--- config.mk ---
export PLATFORM = sky130hd
export DESIGN_NAME = mmio_fifo_port_flat
export DESIGN_NICKNAME = d
export VERILOG_FILES = /design/src/rtl/arch_defs_pkg.sv /design/src/rtl/mmio_fifo_port_if.sv /design/src/rtl/sync_byte_fifo.sv /design/src/rtl/mmio_fifo_port.sv /design/src/flat_wrapper.sv
export SDC_FILE = /design/constraint.sdc
export NUM_CORES = 1
export LEC_CHECK = 0
export ABC_AREA = 1
export CORE_MARGIN = 2
export CORE_UTILIZATION = 51
export CTS_CLUSTER_SIZE = 28
export DETAILED_ROUTE_END_ITERATION = 10
export PLACE_DENSITY_LB_ADDON = 0.08
export SYNTH_ARGS = -nofsm -noshare
export SYNTH_HDL_FRONTEND = slang
export SYNTH_SLANG_ARGS = --single-unit
--- constraint.sdc ---
create_clock -name clk -period 5.75 [get_ports clk]
set_input_delay 0.575 -clock clk [delete_from_list [all_inputs] [get_ports clk]]
set_output_delay 0.575 -clock clk [all_outputs]
set_load 0.01 [all_outputs]
--- src/rtl/arch_defs_pkg.sv ---
// Shared bus architecture constants and the MMIO FIFO port register layout.
package arch_defs_pkg;

    localparam int DATA_WIDTH = 8;

    localparam logic [15:0] MMIO_FIFO_BASE = 16'hE000;

    localparam logic [1:0] REG_DATA   = 2'd0;
    localparam logic [1:0] REG_STATUS = 2'd1;
    localparam logic [1:0] REG_CTRL   = 2'd2;

    localparam int ST_TX_EMPTY = 0;
    localparam int ST_TX_FULL  = 1;
    localparam int ST_RX_EMPTY = 2;
    localparam int ST_TX_OVF   = 3;
    localparam int ST_RX_OVF   = 4;

    localparam int CTRL_CLR_OVF = 0;
    localparam int CTRL_FLUSH   = 1;

    typedef struct packed {
        logic [2:0] rsvd;
        logic       rx_ovf;
        logic       tx_ovf;
        logic       rx_empty;
        logic       tx_full;
        logic       tx_empty;
    } status_t;

endpackage

--- src/rtl/mmio_fifo_port_if.sv ---
// CPU memory bus plus TX/RX byte streams seen by the MMIO FIFO port.
interface mmio_fifo_port_if;
    import arch_defs_pkg::*;

    logic [15:0]           mem_address;
    logic                  mem_read;
    logic                  mem_write;
    logic [DATA_WIDTH-1:0] mem_data_in;
    logic [DATA_WIDTH-1:0] mem_data_out;
    logic                  mem_hit;
    logic [DATA_WIDTH-1:0] tx_data;
    logic                  tx_valid;
    logic                  tx_ready;
    logic [DATA_WIDTH-1:0] rx_data;
    logic                  rx_valid;
    logic                  rx_ready;

    modport slave (
        input  mem_address, mem_read, mem_write, mem_data_in,
        output mem_data_out, mem_hit,
        output tx_data, tx_valid,
        input  tx_ready,
        input  rx_data, rx_valid,
        output rx_ready
    );

    modport master (
        output mem_address, mem_read, mem_write, mem_data_in,
        input  mem_data_out, mem_hit,
        input  tx_data, tx_valid,
        output tx_ready,
        output rx_data, rx_valid,
        input  rx_ready
    );

endinterface

--- src/rtl/sync_byte_fifo.sv ---
// Single-clock FIFO; a pop in the same edge frees room for a push, flush beats traffic.
module sync_byte_fifo #(
    parameter int DEPTH      = 8,
    parameter int DATA_WIDTH = 8
) (
    input  logic                  clk,
    input  logic                  reset,
    input  logic                  push,
    input  logic [DATA_WIDTH-1:0] push_data,
    input  logic                  pop,
    input  logic                  flush,
    output logic                  full,
    output logic                  empty,
    output logic [DATA_WIDTH-1:0] head
);
    localparam int            AW       = $clog2(DEPTH);
    localparam logic [AW:0]   FULL_CNT = (AW+1)'(DEPTH);

    logic [DATA_WIDTH-1:0] mem [DEPTH];
    logic [AW-1:0]         wr_ptr;
    logic [AW-1:0]         rd_ptr;
    logic [AW:0]           count;
    logic                  do_push;
    logic                  do_pop;

    assign empty   = (count == '0);
    assign full    = (count == FULL_CNT);
    assign do_pop  = pop & ~empty;
    assign do_push = push & (~full | do_pop);
    assign head    = empty ? '0 : mem[rd_ptr];

    always_ff @(posedge clk or posedge reset) begin
        if (reset) begin
            wr_ptr <= '0;
            rd_ptr <= '0;
            count  <= '0;
        end else if (flush) begin
            wr_ptr <= '0;
            rd_ptr <= '0;
            count  <= '0;
        end else begin
            if (do_push) wr_ptr <= wr_ptr + 1'b1;
            if (do_pop)  rd_ptr <= rd_ptr + 1'b1;
            case ({do_push, do_pop})
                2'b10:   count <= count + 1'b1;
                2'b01:   count <= count - 1'b1;
                default: count <= count;
            endcase
        end
    end

    always_ff @(posedge clk) begin
        if (do_push && !flush) mem[wr_ptr] <= push_data;
    end

endmodule

--- src/rtl/mmio_fifo_port.sv ---
// Memory-mapped responder exposing a TX and an RX byte FIFO in a 4-byte window.
// Read data is registered (1 cycle); stream sides use valid/ready, rx_ready = RX not full.
module mmio_fifo_port #(
    parameter logic [15:0] BASE_ADDR  = arch_defs_pkg::MMIO_FIFO_BASE,
    parameter int          DEPTH      = 8,
    parameter int          DATA_WIDTH = arch_defs_pkg::DATA_WIDTH
) (
    input  logic             clk,
    input  logic             reset,
    mmio_fifo_port_if.slave  bus
);
    import arch_defs_pkg::*;

    logic                  hit;
    logic [1:0]            offset;
    logic                  rd;
    logic                  wr;
    logic                  wr_data;
    logic                  wr_ctrl;
    logic                  rd_data;
    logic                  flush;
    logic                  clr_ovf;

    logic                  tx_full;
    logic                  tx_empty;
    logic [DATA_WIDTH-1:0] tx_head;
    logic                  rx_full;
    logic                  rx_empty;
    logic [DATA_WIDTH-1:0] rx_head;

    logic                  tx_ovf;
    logic                  rx_ovf;
    status_t               status;
    logic [DATA_WIDTH-1:0] rd_val;

    assign hit    = (bus.mem_address[15:2] == BASE_ADDR[15:2]);
    assign offset = bus.mem_address[1:0];

    // A write wins if both strobes are ever seen together.
    assign wr      = bus.mem_write & hit;
    assign rd      = bus.mem_read & ~bus.mem_write & hit;
    assign wr_data = wr & (offset == REG_DATA);
    assign wr_ctrl = wr & (offset == REG_CTRL);
    assign rd_data = rd & (offset == REG_DATA);
    assign flush   = wr_ctrl & bus.mem_data_in[CTRL_FLUSH];
    assign clr_ovf = wr_ctrl & bus.mem_data_in[CTRL_CLR_OVF];

    sync_byte_fifo #(.DEPTH(DEPTH), .DATA_WIDTH(DATA_WIDTH)) u_tx_fifo (
        .clk       (clk),
        .reset     (reset),
        .push      (wr_data),
        .push_data (bus.mem_data_in),
        .pop       (bus.tx_ready),
        .flush     (flush),
        .full      (tx_full),
        .empty     (tx_empty),
        .head      (tx_head)
    );

    sync_byte_fifo #(.DEPTH(DEPTH), .DATA_WIDTH(DATA_WIDTH)) u_rx_fifo (
        .clk       (clk),
        .reset     (reset),
        .push      (bus.rx_valid & bus.rx_ready),
        .push_data (bus.rx_data),
        .pop       (rd_data),
        .flush     (flush),
        .full      (rx_full),
        .empty     (rx_empty),
        .head      (rx_head)
    );

    assign bus.tx_data  = tx_head;
    assign bus.tx_valid = ~tx_empty;
    assign bus.rx_ready = ~rx_full;

    // A full TX only drops the byte when no pop makes room in the same edge.
    always_ff @(posedge clk or posedge reset) begin
        if (reset) begin
            tx_ovf <= 1'b0;
            rx_ovf <= 1'b0;
        end else begin
            tx_ovf <= (tx_ovf & ~clr_ovf) | (wr_data & tx_full & ~bus.tx_ready);
            rx_ovf <= (rx_ovf & ~clr_ovf) | (bus.rx_valid & rx_full);
        end
    end

    always_comb begin
        status          = '0;
        status.rx_ovf   = rx_ovf;
        status.tx_ovf   = tx_ovf;
        status.rx_empty = rx_empty;
        status.tx_full  = tx_full;
        status.tx_empty = tx_empty;
    end

    always_comb begin
        rd_val = '0;
        case (offset)
            REG_DATA:   rd_val = rx_head;
            REG_STATUS: rd_val = status;
            default:    rd_val = '0;
        endcase
    end

    always_ff @(posedge clk or posedge reset) begin
        if (reset) begin
            bus.mem_hit      <= 1'b0;
            bus.mem_data_out <= '0;
        end else if (rd) begin
            bus.mem_hit      <= 1'b1;
            bus.mem_data_out <= rd_val;
        end else begin
            bus.mem_hit      <= 1'b0;
        end
    end

endmodule
--- src/flat_wrapper.sv ---
// flat-port wrapper written by rule: the top's interface ports become plain ports
module mmio_fifo_port_flat import arch_defs_pkg::*;
#(
    parameter logic [15:0] BASE_ADDR  = arch_defs_pkg::MMIO_FIFO_BASE,
    parameter int          DEPTH      = 8,
    parameter int          DATA_WIDTH = arch_defs_pkg::DATA_WIDTH
)
  (clk, reset, bus_mem_address, bus_mem_read, bus_mem_write, bus_mem_data_in, bus_mem_data_out, bus_mem_hit, bus_tx_data, bus_tx_valid, bus_tx_ready, bus_rx_data, bus_rx_valid, bus_rx_ready);
  mmio_fifo_port_if bus_i ();
  input  logic clk;
  input  logic reset;
  input wire logic [$bits(bus_i.mem_address)-1:0] bus_mem_address;
  input wire logic [$bits(bus_i.mem_read)-1:0] bus_mem_read;
  input wire logic [$bits(bus_i.mem_write)-1:0] bus_mem_write;
  input wire logic [$bits(bus_i.mem_data_in)-1:0] bus_mem_data_in;
  output wire logic [$bits(bus_i.mem_data_out)-1:0] bus_mem_data_out;
  output wire logic [$bits(bus_i.mem_hit)-1:0] bus_mem_hit;
  output wire logic [$bits(bus_i.tx_data)-1:0] bus_tx_data;
  output wire logic [$bits(bus_i.tx_valid)-1:0] bus_tx_valid;
  input wire logic [$bits(bus_i.tx_ready)-1:0] bus_tx_ready;
  input wire logic [$bits(bus_i.rx_data)-1:0] bus_rx_data;
  input wire logic [$bits(bus_i.rx_valid)-1:0] bus_rx_valid;
  output wire logic [$bits(bus_i.rx_ready)-1:0] bus_rx_ready;
  assign bus_i.mem_address = bus_mem_address;
  assign bus_i.mem_read = bus_mem_read;
  assign bus_i.mem_write = bus_mem_write;
  assign bus_i.mem_data_in = bus_mem_data_in;
  assign bus_mem_data_out = bus_i.mem_data_out;
  assign bus_mem_hit = bus_i.mem_hit;
  assign bus_tx_data = bus_i.tx_data;
  assign bus_tx_valid = bus_i.tx_valid;
  assign bus_i.tx_ready = bus_tx_ready;
  assign bus_i.rx_data = bus_rx_data;
  assign bus_i.rx_valid = bus_rx_valid;
  assign bus_rx_ready = bus_i.rx_ready;
  mmio_fifo_port #(.BASE_ADDR(BASE_ADDR), .DEPTH(DEPTH), .DATA_WIDTH(DATA_WIDTH)) u_core (.clk(clk), .reset(reset), .bus(bus_i));
endmodule
# Word-level counts from Yosys, hierarchy flattened

Memories as Yosys holds them, arrays and structs flattened.
Cells that the tools add are included.

Reduce and logical (&&, ||, !) cells: 12
Bitwise gates (word level): 29
$mul: 0
Divide/modulo/power cells: 0
Equal/unequal tests: 9
Order comparisons: 0
Multiplexer cells: 20
Shift-type cells: 0
Add/sub/neg operators: 8

Operator list:

| kind                                              | number |
|---|---|
| 2-to-1 mux 3 bit                                  | 8 |
| bitwise AND 1 bit                                 | 18 |
| 2-to-1 mux 8 bit                                  | 2 |
| one-hot mux 4 bit (2 select lines)                | 2 |
| one-hot mux 8 bit (2 select lines)                | 1 |
| == test 14 bit (second input constant)            | 1 |
| adder 3 x 1 -> 3 bit (second input constant)      | 4 |
| adder 4 x 1 -> 4 bit (second input constant)      | 2 |
| == test 4 bit (second input constant)             | 2 |
| logical NOT 4 bit                                 | 2 |
| 2-to-1 mux 4 bit                                  | 2 |
| nonzero test 2 bit                                | 4 |
| subtractor 4 x 1 -> 4 bit (second input constant) | 2 |
| inverter 1 bit                                    | 7 |
| == test 2 x 1 -> 1 bit (second input constant)    | 3 |
| == test 2 bit (second input constant)             | 3 |
| nonzero test 3 bit                                | 2 |
| 2-to-1 mux 1 bit                                  | 5 |
| bitwise OR 1 bit                                  | 4 |
| logical AND 1 bit                                 | 2 |
| logical NOT 2 bit                                 | 1 |
| logical NOT 1 bit                                 | 1 |

Bits in writable memories: 128
Word-level logic and storage cells: 90
Memories: 2
Memory bits (read-only): 0
Register bits: 31
Bits in latches: 0
Output and inout bits: 19
Input bits: 38

Memory list:

| name                 | words | bits a word | read ports | clocked after memory_dff | write ports | RTL line             | RTL |
|---|---|---|---|---|---|---|---|
| u_core.u_rx_fifo.mem | 8     | 8           | 1          | 0                        | 1           | sync_byte_fifo.sv:19 | `logic [DATA_WIDTH-1:0] mem [DEPTH];` |
| u_core.u_tx_fifo.mem | 8     | 8           | 1          | 0                        | 1           | sync_byte_fifo.sv:19 |  |

# Longest topological paths before layout

Gate-level depths: netlist (run 1).

Depth in word-level cells: 10
Depth in mapped cells: 18
Gate-level depth less buffers: 18

# By module

From an unflattened synthesis (run 1), not the netlist that was laid out.

Cells, all modules: 680
Area total of the unflattened synthesis: 7,138.1 µm²

By module, submodules not included:

| module         | sequential area each (µm²) | cells each | instances | area an instance (µm²) |
|---|---|---|---|---|
| sync_byte_fifo | 2,172.1                    | 291        | 2         | 3,223.1 |
| mmio_fifo_port | 275.3                      | 98         | 1         | 691.9 |

# Worst setup path after synthesis (run 1)

No wires, ideal clock.

Path kind: input to register
Start: input port bus_mem_address[7]
End: register u_core.u_tx_fifo.count[3]
Data required time: 5.630 ns
Cell stages on the path: 16
Buffers on the path: 0
Slack: 3.216 ns
Arrival time: 2.415 ns
Setup time: 0.120 ns
Cells stage by stage: nor2_1 > nand2_1 > nor2_4 > nand2_2 > nor2_4 > nand2_2 > nor2_4 > inv_1 > ha_1 > ha_1 > a21oi_1 > nand2_1 > nand2_1 > nand3_1 > o21ai_0 > nor2_1

Word-level cells in the longest chain between the ends: 7
Elaborated cells on any way between the ends: 11
Those cells by class: eq/ne (3); mux (2); bitwise (5); reduce/logical (1)

Ends and longest elaborated chain:

| item                                                           | RTL line             | RTL |
|---|---|---|
| start, declared                                                | flat_wrapper.sv:12   | `input wire logic [$bits(bus_i.mem_address)-1:0] bus_mem_address;` |
| == test 14 bit *                                               | mmio_fifo_port.sv:36 | `assign hit = (bus.mem_address[15:2] == BASE_ADDR[15:2]);` |
| bitwise AND 1 bit *                                            | mmio_fifo_port.sv:40 | `assign wr = bus.mem_write & hit;` |
| bitwise AND 1 bit                                              | mmio_fifo_port.sv:42 | `assign wr_data = wr & (offset == REG_DATA);` |
| bitwise AND 1 bit                                              | sync_byte_fifo.sv:29 | `assign do_push = push & (~full \| do_pop);` |
| == test 2 x 1 -> 1 bit / == test 2 bit (equally long branches) | sync_byte_fifo.sv:44 | `case ({do_push, do_pop})` |
| one-hot mux 4 bit (2 select lines)                             | sync_byte_fifo.sv:44 |  |
| 2-to-1 mux 4 bit                                               | sync_byte_fifo.sv:37 | `end else if (flush) begin` |
| end signal, assigned                                           | sync_byte_fifo.sv:45 | `2'b10: count <= count + 1'b1;` |
| end signal, assigned                                           | sync_byte_fifo.sv:46 | `2'b01: count <= count - 1'b1;` |
| end signal, assigned                                           | sync_byte_fifo.sv:47 | `default: count <= count;` |
| end, declared                                                  | sync_byte_fifo.sv:22 | `logic [AW:0] count;` |

Mark *: on every way between the ends. The rest lies on a longest branch, timed or not.
A chain may end at the register's enable or synchronous reset.

# Final worst setup path (run 1)

Start: register u_core.u_tx_fifo.rd_ptr[0]
End: output port bus_tx_data[3]

Word-level cells in the longest chain between the ends: 2

Ends and longest elaborated chain:

| item                    | RTL line             | RTL |
|---|---|---|
| start, declared         | sync_byte_fifo.sv:21 | `logic [AW-1:0] rd_ptr;` |
| start signal, assigned  | sync_byte_fifo.sv:43 | `if (do_pop) rd_ptr <= rd_ptr + 1'b1;` |
| memory read (8 x 8 bit) | --                   |  |
| 2-to-1 mux 8 bit        | sync_byte_fifo.sv:30 | `assign head = empty ? '0 : mem[rd_ptr];` |
| end, declared           | flat_wrapper.sv:18   | `output wire logic [$bits(bus_i.tx_data)-1:0] bus_tx_data;` |

Every way passes these cells.

==> out/metrics.csv, run 1 <==
stage,metric,value,unit
power,Pint,2.42,mW
setup_path,Reg-to-Reg Start,u_core.u_tx_fifo.count[0],
setup_path,Worst Setup SP,u_core.u_tx_fifo.rd_ptr[0],
placed_design,Final Wtd Congestion,0.821,
setup_path,CP Launch Type,flop,
floorplanning,Chip Height,121,um
floorplanning,row cnt,42,
setup_path,crit-path cells,inv_1 > o21ai_0 > o21ai_0 > o21ai_0 > nor2_1 > clkdlybuf4s50_1,
setup_path,CP Capture Type,output pin,
route,DR vias,4840,
power,Clock Power Share,0.340,
logic_synthesis,"Avg Cell Area, Syn",10.8,um^2
cells_and_area,Nets,746,
worst_hold_path,worst hold start,u_core.bus.mem_data_out[6],
cells_and_area,register area,4620,um^2
power,Pwr Total,3.45,mW
power,worst vdd ir,261,uV
power,switch share,0.297,
setup_path,worst-path maximum fanout,35,
logic_synthesis,post-synth top area cell,edfxtp_1,
clocking,CTS max path bufs,2,
clocking,post-CTS setup buffers,0,
cells_and_area,filler cell count,1046,
route,final WL,15300,um
timing,max_slew headroom,0.210,
setup_path,Crit path buffers/inverters,2,
logic_synthesis,Synth async-reset ratio,0.195,
route,DRT iter0 DRCs,398,
timing,final setup vio count,0,
timing,RSZ-0062 raised after global routing,false,
timing,period utilisation layout,0.678,
global_routing,first-pass GRT wire length,24200,um
worst_hold_path,Hold Crit Class,reg -> reg,
logic_synthesis,number of synthesized flops with an enable pin,128,
cells_and_area,Syn-to-layout area delta,18.5,%
clocking,Num CTS Buffers,17,
timing,Setup TNS,0,ns
route,"antenna viol nets, final",0,
setup_path,Crit path max-delay family,buffers and inverters,
route,Vias/cell,5.47,
logic_synthesis,Synthesized Nets,695,
cells_and_area,Post-Layout Inst Area,8260,um^2
placed_design,# port buffers,56,
floorplanning,Core ar.,13300,um^2
cells_and_area,layout cells sized above 1,0.0635,
setup_path,Critical Path Max Stage Delay,1.01,ns
clocking,H-tree depth,4,
setup_path,CP max-delay cell,dfrtp_1,
logic_synthesis,Mapped Cells,645,
placed_design,dpl hpwl,9910,um
power,sequential power share,0.438,
clocking,clk slew on worst S/H paths,0.06,ns
clocking,post-cts repair resize count,0,
clocking,"Hold-fix buffers, CTS",0,
setup_path,WS Path Type,reg -> out,
global_routing,largest net degree at the start of global routing,36,
timing,Slew @ Worst Pin,1.19,ns
floorplanning,starting density of the core,0.524,
logic_synthesis,largest cells by area after synthesis,"edfxtp_1 (55%), dfrtp_1 (11%), nor2_1 (8.6%)",
cells_and_area,diode count,0,
route,routed length per instance,17.3,um
logic_synthesis,#FFs+latches synth,159,
logic_synthesis,Synth Flop Type,edfxtp_1,
timing,Final Hold Fails,0,
placed_design,pre-CTS WS,2.27,ns
logic_synthesis,YS warnings,0,
flow_run,Max Cap Viol,0,
global_routing,initial antenna violation count,0,
power,power density over the cells,417,nW/um^2
clocking,CTS root buffer,clkbuf_16,
timing,final worst slack,1.85,ns
timing,clock skew,0.00731,ns
route,drc violations,0,
cells_and_area,area of the multi-input gates,2060,um^2
placed_design,Placed Instances,853,
setup_path,"most used cell, CP",o21ai_0,
global_routing,vias in the first global route,4654,
global_routing,GR Overflow Total,0,
placed_design,dpl cell area,7640,um^2
setup_path,Required @ worst endpoint,5.18,ns
power,leakage power,3.16,nW
route,Pre-Repair DR Iteration Count,5,
logic_synthesis,number of unique standard cell types used by synthesis,29,
power,logic gate share of total power,0.222,
cells_and_area,"non-filler cells, final",885,
clocking,Clock Latency Late Sink,0.42,ns
clocking,TritonCTS clock tree,built,
setup_path,Worst Path Arrival,3.33,ns
timing,Slew Limit Fails,0,
power,Net Sw Power,1.02,mW
cells_and_area,most frequent cells in the layout,"nor2_1 (159), edfxtp_1 (128), o21ai_0 (78), nand2_1 (68), clkdlybuf4s50_1 (56)",
global_routing,total track usage,0.221,
logic_synthesis,Synth top area share,0.551,
run_status,status,"finished, final reports clean",
floorplanning,Die ar.,14600,um^2
logic_synthesis,area of the mapped netlist,6970,um^2
floorplanning,die width,121,um
timing,FMAX,0.256,GHz
floorplanning,I/O pin count,57,
cells_and_area,"most common cell after layout, fill and taps aside",nor2_1,
timing,Final min period,3.90,ns
logic_synthesis,register area share after synthesis,0.663,
clocking,clk sinks,159,
flip-flops by register name, summed over array words and instances (netlist names), 3 cells and up:
signal                   cells
u_core.u_tx_fifo.mem        64
u_core.u_rx_fifo.rd_ptr      3
u_core.bus.mem_data_out      8
u_core.u_rx_fifo.count       4
u_core.u_rx_fifo.wr_ptr      3
u_core.u_rx_fifo.mem        64
u_core.u_tx_fifo.wr_ptr      3
u_core.u_tx_fifo.count       4
u_core.u_tx_fifo.rd_ptr      3
power groups by stage:
stage          logic, mW  clock network, mW  registers, mW
4_1_cts            0.772               1.18           1.51
3_3_place_gp       0.740                  0           1.52
5_1_grt            0.865               1.23           1.53
6_report           0.765               1.17           1.51
3_5_place_dp       0.766                  0           1.53
2_1_floorplan      0.560                  0           1.44
worst reg2reg max path, stage by stage, from the launching register on:
cell and delay [ns]:
dfrtp_1 0.45, nor2_1 0.18, nand3_1 0.44, nand2_1 0.33, inv_1 0.15, ha_1 0.31
ha_1 0.37, a21oi_1 0.18, nand2_1 0.07, nand2_1 0.06, nand3_1 0.09, o21ai_0 0.16
nor2_1 0.05
per-stage QoR:
| step | hold WS (ns) | util |
|---|---|---|
| finish | 0.482 | 0.621 |
| global route | 0.524 | 0.621 |
| CTS | 0.490 | 0.621 |
| detailed placement | 0.465 | 0.575 |
| global placement | 0.470 | 0.575 |
| floorplan | 0.453 | - |
final cells by class:
cell class / count / area share
clock inverter: 14 / 0.0229
clock buffer: 18 / 0.0520
sequential: 159 / 0.559
timing repair buffer: 57 / 0.0688
tap: 176 / 0.0267
inverter: 47 / 0.0214
multi-input combinational: 414 / 0.249
synth_stat cells (5+ instances only):
master	number
a21boi_0	5
nand2_1	68
inv_1	46
o32ai_1	8
o21ai_0	78
o22ai_1	6
nand3_1	32
edfxtp_1	128
clkbuf_1	10
xor2_1	6
buf_2	13
ha_1	10
o211ai_1	5
a21oi_1	11
nor2_4	5
nor2_1	159
dfrtp_1	31
metal layers:
layer	vias to the layer above	global-route usage	part of all wire
met5	-	0	0
met4	0	0.0785	0.015
met3	23	0.0493	0.052
met2	142	0.355	0.50
met1	2353	0.298	0.44
li1	2322	-	-
path summary, 6_finish.rpt:
check,endpoint,slack [ns],cells past startpoint
max,bus_tx_data[3],1.85,6
min,u_core.bus.mem_data_out[6],0.48,2
min in group asynchronous,u_core.u_tx_fifo.count[0],0.53,3
max in group asynchronous,u_core.u_tx_fifo.rd_ptr[2],4.92,3
min reg2reg,u_core.bus.mem_data_out[6],0.48,2
max reg2reg,u_core.u_tx_fifo.count[3],2.80,12
logic make-up after synthesis:
| group | count (synthesis) | synth area share |
|---|---|---|
| simple gates | 280 | 0.170 |
| fa+ha+maj | 12 | 0.0237 |
| buf+inv | 72 | 0.0422 |
| flops | 159 | 0.663 |
| compound gates | 114 | 0.0910 |
| xor+xnor | 8 | 0.0101 |
(Power assumes the default switching activity.)
==> inputs of run 2 (changes only) <==
==> constraint.sdc (replaced) <==
create_clock -name clk -period 3.6 [get_ports clk]
set_input_delay 0.36 -clock clk [delete_from_list [all_inputs] [get_ports clk]]
set_output_delay 0.36 -clock clk [all_outputs]
set_load 0.01 [all_outputs]
==> out/metrics.csv, run 2 (same netlist as run 1, synthesis figures left out) <==
stage,metric,value,unit
run_status,status,"finished, final reports clean",
floorplanning,starting density of the core,0.524,
clocking,Num CTS Buffers,17,
cells_and_area,Nets,766,
power,Clock Power Share,0.332,
clocking,"Hold-fix buffers, CTS",0,
route,drc violations,0,
flow_run,Max Cap Viol,0,
timing,final worst slack,0.528,ns
floorplanning,die width,121,um
floorplanning,I/O pin count,57,
clocking,H-tree depth,4,
setup_path,worst reg2reg path depth,13,
route,final WL,15500,um
placed_design,# port buffers,56,
setup_path,flop2flop setup slack,1.12,ns
timing,final setup vio count,0,
power,switch share,0.295,
route,"antenna viol nets, final",0,
timing,Final min period,3.07,ns
cells_and_area,diode count,0,
timing,Final Hold Fails,0,
setup_path,Reg-to-Reg Start,u_core.u_tx_fifo.count[0],
cells_and_area,"non-filler cells, final",903,
clocking,post-cts repair resize count,0,
clocking,clk sinks,159,
global_routing,vias in the first global route,4834,
cells_and_area,fin util,0.631,
timing,max_slew headroom,0.308,
global_routing,total track usage,0.225,
timing,Slew @ Worst Pin,1.04,ns
timing,clock skew,0.00459,ns
clocking,post-CTS setup buffers,0,
floorplanning,row cnt,42,
setup_path,reg2reg end,u_core.u_tx_fifo.count[3],
clocking,Clock Latency Late Sink,0.42,ns
global_routing,largest net degree at the start of global routing,36,
placed_design,dpl cell area,7790,um^2
cells_and_area,filler cell count,1024,
clocking,CTS max path bufs,2,
power,Pint,3.90,mW
cells_and_area,registers with the most flip-flops,"u_core.u_rx_fifo.mem: 64 flops, u_core.u_tx_fifo.mem: 64 flops, u_core.bus.mem_data_out: 8 flops",
cells_and_area,Syn-to-layout area delta,20.4,%
route,DRT iter0 DRCs,378,
power,Pwr Total,5.53,mW
setup_path,worst-path maximum fanout,18,
placed_design,Final Wtd Congestion,0.801,
route,Pre-Repair DR Iteration Count,5,
floorplanning,Core ar.,13300,um^2
power,worst vdd ir,377,uV
cells_and_area,most frequent cells in the layout,"nor2_1 (159), edfxtp_1 (128), o21ai_0 (78), nand2_1 (68), clkdlybuf4s50_1 (56)",
timing,RSZ-0062 raised after global routing,false,
timing,Slew Limit Fails,0,
setup_path,Worst Path Arrival,2.71,ns
floorplanning,Die ar.,14600,um^2
power,sequential power share,0.432,
global_routing,GR Overflow Total,0,
route,routed length per instance,17.1,um
global_routing,initial antenna violation count,0,
placed_design,pre-CTS WS,0.589,ns
cells_and_area,Post-Layout Inst Area,8390,um^2
power,Net Sw Power,1.63,mW
power,leakage power,3.25,nW
route,Vias/cell,5.44,
route,DR vias,4909,
power,logic gate share of total power,0.236,
clocking,clk slew on worst S/H paths,0.06,ns
setup_path,CP Launch Type,flop,
setup_path,Required @ worst endpoint,3.24,ns
clocking,CTS root buffer,clkbuf_16,
clocking,TritonCTS clock tree,built,
worst_hold_path,Hold Crit Class,in -> async,
floorplanning,Chip Height,121,um
timing,period utilisation layout,0.853,
placed_design,Placed Instances,873,
setup_path,CP Capture Type,output pin,
placed_design,dpl hpwl,9870,um
power,power density over the cells,659,nW/um^2
cells_and_area,layout cells sized above 1,0.0867,
timing,Hold Slack,0.313,ns
setup_path,WS Path Type,reg -> out,
cells_and_area,"most common cell after layout, fill and taps aside",nor2_1,
global_routing,first-pass GRT wire length,24700,um
timing,FMAX,0.326,GHz
timing,Setup TNS,0,ns
==> run 2: how the worst max path moves through the flow <==
stage          cells past startpoint  slack (ns)                        from                   endpoint
3_5_place_dp                      18        0.59         bus_mem_address[13]  u_core.u_tx_fifo.count[3]
2_1_floorplan                     16        1.28          bus_mem_address[7]  u_core.u_tx_fifo.count[3]
6_report                           8        0.53  u_core.u_tx_fifo.rd_ptr[0]             bus_tx_data[3]
3_3_place_gp                      18        0.72         bus_mem_address[13]  u_core.u_tx_fifo.count[3]
5_1_grt                            5        0.32  u_core.u_tx_fifo.rd_ptr[1]             bus_tx_data[3]
4_1_cts                            5        0.54  u_core.u_tx_fifo.rd_ptr[1]             bus_tx_data[2]
==> run 2: layout make-up <==
cell class	count	area (um^2)	share of cell area
Clock buffer	19	433	0.0516
Clock inverter	11	166	0.0198
Inverter	47	176	0.0210
Multi-Input combinational cell	414	2060	0.245
Sequential cell	159	4620	0.550
Tap cell	176	220	0.0262
Timing Repair Buffer	77	718	0.0856
==> run 2: per-layer routing <==
metal  wire, um  track usage
met1       6760        0.306
met5          0            0
met3        953       0.0493
met4        203       0.0756
met2       7540        0.362
==> run 2: power groups by stage <==
stage | sequential, mW | clock, mW | combinational [mW]
6_report | 2.39 | 1.84 | 1.31
5_1_grt | 2.42 | 1.93 | 1.48
4_1_cts | 2.39 | 1.86 | 1.32
3_5_place_dp | 2.43 | 0 | 1.30
3_3_place_gp | 2.42 | 0 | 1.26
2_1_floorplan | 2.30 | 0 | 0.894
==> run 2: worst max-delay path: stages (launching register included) <==
cell and delay [ns]:
dfrtp_1 0.74, buf_4 0.34, nor2_1 0.07, nor2_1 0.08, o21ai_0 0.10, o21ai_0 0.09
o21ai_0 0.09, nor2_1 0.19, clkdlybuf4s50_1 0.57
